[config.mk]
export PLATFORM = sky130hd
export DESIGN_NAME = gas_alarm_controller
export DESIGN_NICKNAME = d
export VERILOG_FILES = /design/src/rtl/gas_alarm_controller.sv
export SDC_FILE = /design/constraint.sdc
export NUM_CORES = 1
export LEC_CHECK = 0
export CORE_ASPECT_RATIO = 0.75
export CORE_MARGIN = 5
export CORE_UTILIZATION = 50
export CTS_CLUSTER_SIZE = 28
export DETAILED_ROUTE_END_ITERATION = 7
export HOLD_SLACK_MARGIN = 0.03
export PLACE_DENSITY = 0.76
export SKIP_CTS_REPAIR_TIMING = 1
export SYNTH_ARGS = -nofsm -noshare
export SYNTH_HDL_FRONTEND = slang
export SYNTH_SLANG_ARGS = --single-unit
export TNS_END_PERCENT = 1
[constraint.sdc]
create_clock -name clk -period 2.9 [get_ports clk]
set_input_delay 0.58 -clock clk [delete_from_list [all_inputs] [get_ports clk]]
set_output_delay 0.58 -clock clk [all_outputs]
set_load 0.03 [all_outputs]
[src/rtl/gas_alarm_controller.sv]
// gas_alarm_controller: persistence-filtered gas-level supervisor that
// drives ventilation fan, buzzer and gas shut-off valve through an
// IDLE/WARN/ALARM/COOL escalation machine and counts ALARM entries.
// Optional feature macro: GAS_ALARM_LATCH_EN (ALARM exit also needs ack).
module gas_alarm_controller #(
  parameter int unsigned WARN_LVL    = 3,
  parameter int unsigned ALARM_LVL   = 5,
  parameter int unsigned PERSIST     = 4,
  parameter int unsigned COOL_CYCLES = 16
) (
  input  logic       clk,
  input  logic       arst,
  input  logic [2:0] level,
  input  logic       ack,
  output logic [1:0] state,
  output logic       fan_on,
  output logic       buzzer,
  output logic       valve_close,
  output logic [7:0] alarm_cnt
);

  localparam int unsigned LVL_W   = 3;
  localparam int unsigned CNT_W   = 8;
  localparam int unsigned COOL_W  = 16;
  localparam int unsigned ACNT_W  = 8;

  localparam logic [LVL_W-1:0]  WARN_L     = LVL_W'(WARN_LVL);
  localparam logic [LVL_W-1:0]  ALARM_L    = LVL_W'(ALARM_LVL);
  localparam logic [CNT_W-1:0]  PERSIST_C  = CNT_W'(PERSIST);
  localparam logic [CNT_W-1:0]  PERSIST_M1 = CNT_W'(PERSIST - 1);
  localparam logic [COOL_W-1:0] COOL_LAST  = COOL_W'(COOL_CYCLES - 1);
  localparam logic [ACNT_W-1:0] ACNT_MAX   = '1;

  typedef enum logic [1:0] {
    ST_IDLE  = 2'd0,
    ST_WARN  = 2'd1,
    ST_ALARM = 2'd2,
    ST_COOL  = 2'd3
  } state_t;

  state_t              state_q, state_nxt;
  logic [CNT_W-1:0]    up_cnt, up_nxt, up_inc;
  logic [CNT_W-1:0]    dn_cnt, dn_nxt, dn_inc;
  logic [COOL_W-1:0]   cool_cnt, cool_nxt;
  logic                mute, mute_nxt;
  logic [ACNT_W-1:0]   alarm_cnt_nxt;
  logic                fan_nxt, buzzer_nxt, valve_nxt;
  logic [LVL_W-1:0]    up_thr;
  logic                up_smp, dn_smp, up_hit, dn_hit, exit_ok;

  // Per-sample qualification against the current state's thresholds
  assign up_thr = (state_q == ST_WARN) ? ALARM_L : WARN_L;
  assign up_smp = (level >= up_thr);
  assign dn_smp = (level < WARN_L);
  assign up_hit = up_smp && (up_cnt >= PERSIST_M1);
  assign dn_hit = dn_smp && (dn_cnt >= PERSIST_M1);
  assign up_inc = !up_smp ? '0 : ((up_cnt < PERSIST_C) ? up_cnt + CNT_W'(1) : up_cnt);
  assign dn_inc = !dn_smp ? '0 : ((dn_cnt < PERSIST_C) ? dn_cnt + CNT_W'(1) : dn_cnt);

`ifdef GAS_ALARM_LATCH_EN
  // Latching alarm: quiet gas alone is not enough, the user must acknowledge
  assign exit_ok = dn_hit && ack;
`else
  assign exit_ok = dn_hit;
`endif

  assign state = state_q;

  // Next-state, counter, mute and output-decode logic
  always_comb begin
    state_nxt     = state_q;
    up_nxt        = '0;
    dn_nxt        = '0;
    cool_nxt      = '0;
    mute_nxt      = 1'b0;
    alarm_cnt_nxt = alarm_cnt;
    fan_nxt       = 1'b0;
    buzzer_nxt    = 1'b0;
    valve_nxt     = 1'b0;

    unique case (state_q)
      ST_IDLE: begin
        if (up_hit) state_nxt = ST_WARN;
      end
      ST_WARN: begin
        if (up_hit)      state_nxt = ST_ALARM;
        else if (dn_hit) state_nxt = ST_COOL;
      end
      ST_ALARM: begin
        if (exit_ok) state_nxt = ST_COOL;
      end
      ST_COOL: begin
        if (up_hit)                     state_nxt = ST_WARN;
        else if (cool_cnt == COOL_LAST) state_nxt = ST_IDLE;
      end
      default: state_nxt = ST_IDLE;
    endcase

    // Counters restart on any transition; otherwise track the active conditions
    if (state_nxt == state_q) begin
      if (state_q != ST_ALARM) up_nxt = up_inc;
      if ((state_q == ST_WARN) || (state_q == ST_ALARM)) dn_nxt = dn_inc;
      if (state_q == ST_COOL) cool_nxt = cool_cnt + COOL_W'(1);
    end

    // Mute lives only while ALARM is held
    if (state_nxt == ST_ALARM) begin
      mute_nxt = mute || ((state_q == ST_ALARM) && ack);
    end

    if ((state_nxt == ST_ALARM) && (state_q != ST_ALARM) && (alarm_cnt != ACNT_MAX)) begin
      alarm_cnt_nxt = alarm_cnt + ACNT_W'(1);
    end

    fan_nxt    = (state_nxt != ST_IDLE);
    valve_nxt  = (state_nxt == ST_ALARM);
    buzzer_nxt = (state_nxt == ST_ALARM) && !mute_nxt;
  end

  // State, counters and registered outputs
  always_ff @(posedge clk) begin
    if (arst) begin
      state_q     <= ST_IDLE;
      up_cnt      <= '0;
      dn_cnt      <= '0;
      cool_cnt    <= '0;
      mute        <= 1'b0;
      alarm_cnt   <= '0;
      fan_on      <= 1'b0;
      buzzer      <= 1'b0;
      valve_close <= 1'b0;
    end else begin
      state_q     <= state_nxt;
      up_cnt      <= up_nxt;
      dn_cnt      <= dn_nxt;
      cool_cnt    <= cool_nxt;
      mute        <= mute_nxt;
      alarm_cnt   <= alarm_cnt_nxt;
      fan_on      <= fan_nxt;
      buzzer      <= buzzer_nxt;
      valve_close <= valve_nxt;
    end
  end

endmodule

==> metrics.md <==
| Metric | Value |
|---|---|
| H-tree lvl count | 2 |
| Most common library cells after synthesis | 46 x dfxtp_1, 27 x nor2_1, 18 x nand2_1, 15 x and2_1, 11 x nand3_1 |
| Core area | 4079 um^2 |
| Hold depth | 1 |
| Register area share after synthesis | 0.4322 |
| Die area | between 5000 and 6000 um^2 |
| Synth top area cells | dfxtp_1 43%, ha_1 5.9%, nor2_1 4.8% |
| Vias in the first global route | 1,690 |
| Number of diodes | 0 |
| P_sw | 245.6 uW |
| Wirelength per Cell | 14.26 um |
| Worst EP required | between 3000 and 4000 ps |
| Pre-Repair DR Iteration Count | 4 |
| Drt drc | 0 |
| RSZ-0062 raised after global routing | true |
| Clock-pin slew on the worst setup and hold paths | 90 ps |
| Starting Density | 0.5224 |
| Data arrival, critical path | 3020 ps |
| Top cell type by total area after synthesis | dfxtp_1 |
| Layout cells sized above 1 | 0.1519 |
| R2R cell count | 8 |
| Slew margin rel. | 0.6540 |
| DIE HEIGHT | around 67 um |
| Post-synthesis async set-or-reset flop share | 0 |
| Final Cycle Share | 0.9634 |
| Syn_nets | approximately 250 |
| Routability cong. | 0.8801 |
| Core Util, Final | 0.6475 |
| Comb power frac | 0.043 |
| R2R Setup Slk | 120 ps |
| Post-synth EDFFs | 0 |
| Maximum fanout along the worst path | 5 |
| Hold EP | cool_cnt[0]$_SDFF_PP0_ |
| Largest net degree at the start of global routing | 17 |
| Final min period | between 2000 and 3000 ps |
| Final non-filler cell area | 2641 um^2 |
| Initial antenna violation count | 0 |
| Port bufs | 18 |
| Clock Path Buffers | 2 |
| Final setup vio count | 0 |
| Yosys top cell area share | 0.4322 |
| Starting DRT DRC Count | 59 |
| Hold WS | 442.8 ps |
| Hold Crit Class | reg -> reg |
| ANT nets after route | 0 |
| Cell Area, Synth | 2131 um^2 |
| Synthesis Warnings | 0 |
| Row count | 20 |
| CTS root buffer | clkbuf_8 |
| Area delta synth->final | 23.96% |
| DP Wirelength | 3187 um |
| Remaining Overflow, GRT | 0 |
| Leakage | 0.9856 nW |
| Die Wd | between 80 and 90 um |
| Via count of the routed design | between 1,500 and 2,000 |
| Worst-Margin Slew | 514.2 ps |
| Worst setup SP type | input pin |
| Global-route wire length before repair | 7679 um |
| Kind of critical path | in -> reg |
| Average footprint of a synthesized cell | 9.224 um^2 |
| PwrDens | about 440 nW/um^2 |
| Max-slew violation count | 0 |
| Worst R2R End | cool_cnt[3]$_SDFF_PP0_ |
| Worst-Skew Late Latency | 300 ps |
| Number of vias per cell | 5.388 |
| Io pins | 19 |
| CTS buffer count | 5 |
| Yosys cell types | 45 |
| Status | completed |
| Hold Startpoint | cool_cnt[0]$_SDFF_PP0_ |
| Switching share of power | 0.2117 |
| VDD IR-drop max | 0.2764 mV |
| Area after DPL | 2476 um^2 |
| Sequential power share | 0.548 |
| Final hold viol count | 0 |
| Worst reg2reg path startpoint | up_cnt[2]$_SDFFE_PP0N_ |
| Synthesis-stage register bit count | 46 |
| Total power | 1.160 mW |
| CTS Sinks | 46 |
| Primary FF master, synth | dfxtp_1 |
| Critical path endpoint category | register |
| Setup Skew | 5.992 ps |
| Tot GR Track Use | 0.1709 |
| Clock Power Share | 0.409 |
| Nets | 285 |
| CTS tree | built |
| Final WL | 4634 um |
| Max cap viols | 0 |
| Max Fclk | approximately 360 MHz |
| Cell Int Power | 914.5 uW |
| Post-Synthesis Cells | ~230 |
| Most numerous cell in the Yosys netlist | dfxtp_1 |
==> layer usage <==
layer | track usage | wire [um] | share of wire | vias up
met2 | 0.2539 | 1969 | 0.42 | 33
met1 | 0.2364 | 2390 | 0.52 | 810
met3 | 0.04574 | 197 | 0.043 | 9
met4 | 0.06324 | 78 | 0.017 | 0
met5 | 0 | 0 | 0 | -
li1 | - | - | - | 899
==> flip-flops by register name, summed over array words and instances (netlist names) <==
signal / flops
alarm_cnt: 8
buzzer: 1
cool_cnt: 16
dn_cnt: 8
fan_on: 1
mute: 1
state: 2
up_cnt: 8
valve_close: 1
==> power groups by stage <==
stage | combinational, mW | sequential, mW | clock [mW]
after floorplan | 0.0252 | 0.651 | 0
after global routing | 0.0552 | 0.636 | 0.517
after global placement | 0.0463 | 0.650 | 0
after detailed placement | 0.0468 | 0.650 | 0
after CTS | 0.0476 | 0.635 | 0.480
final | 0.0500 | 0.635 | 0.475
==> worst max-delay path, cell delays in order <==
cell,delay (ps)
clkdlybuf4s50_1,420
ha_1,310
a21oi_1,160
and2_1,220
nor2_1,100
a221o_1,370
buf_4,170
a211oi_1,230
buf_4,190
nand4b_1,90
a21oi_1,160
==> per-stage QoR <==
stage          instances  setup slack, ps  TNS (ps)
2_1_floorplan        231            4.970         0
6_report             325            106.2         0
3_5_place_dp         317           -200.7     -4143
4_1_cts              325           -108.5    -108.5
3_3_place_gp         317           -195.4     -2200
5_1_grt              325           -65.24    -715.6
==> cell usage in the layout (no fill, tap or decap), types with 3 or more instances in the layout <==
cell type         n
dfxtp_1          44
nor2_1           27
nand2_1          18
clkdlybuf4s50_1  18
buf_4            17
and2_1           15
nand3_1          11
xor2_1           10
a21oi_1          10
xnor2_1          10
ha_1              9
o21ai_0           7
and3_1            6
nor4_1            6
inv_1             5
clkbuf_8          5
or4_1             4
nor3_1            4
nand4b_1          3
==> worst max-delay path by stage <==
stage | from | endpoint | slack [ps] | cells after the start
2_1_floorplan | state[1]$_SDFF_PP0_ | cool_cnt[10]$_SDFF_PP0_ | 5 | 12
3_3_place_gp | level[2] | alarm_cnt[4]$_SDFFE_PP0P_ | -200 | 11
6_report | level[2] | alarm_cnt[5]$_SDFFE_PP0P_ | 110 | 11
3_5_place_dp | level[2] | cool_cnt[6]$_SDFF_PP0_ | -200 | 10
5_1_grt | state[1]$_SDFF_PP0_ | cool_cnt[5]$_SDFF_PP0_ | -70 | 12
4_1_cts | state[1]$_SDFF_PP0_ | alarm_cnt[6]$_SDFFE_PP0P_ | -110 | 13
==> cell type report <==
cell class,instances,area (um^2)
flip-flops and latches,46,923.4
fillers,331,1438
multi-input cells,176,1212
clock inverters,2,37.54
repair buffers,35,307.8
well taps,55,68.82
clock buffers,6,72.57
inverters,5,18.77
==> cells by family (layout without fill, tap and decap cells) <==
| family | Yosys count | count (layout) | share of synthesized area |
|---|---|---|---|
| AO/OA/AOI/OAI | 37 | 37 | 0.1274 |
| flip-flops | 46 | 46 | 0.4322 |
| multiplexers | 2 | 2 | 0.009396 |
| AND/OR/NAND/NOR | 107 | 107 | 0.2654 |
| adder cells (fa/ha/maj) | 10 | 10 | 0.05872 |
| buffers and inverters | 9 | 48 | 0.02466 |
| XOR/XNOR | 20 | 20 | 0.08220 |
Note: power is estimated with default switching activity, not from simulation.
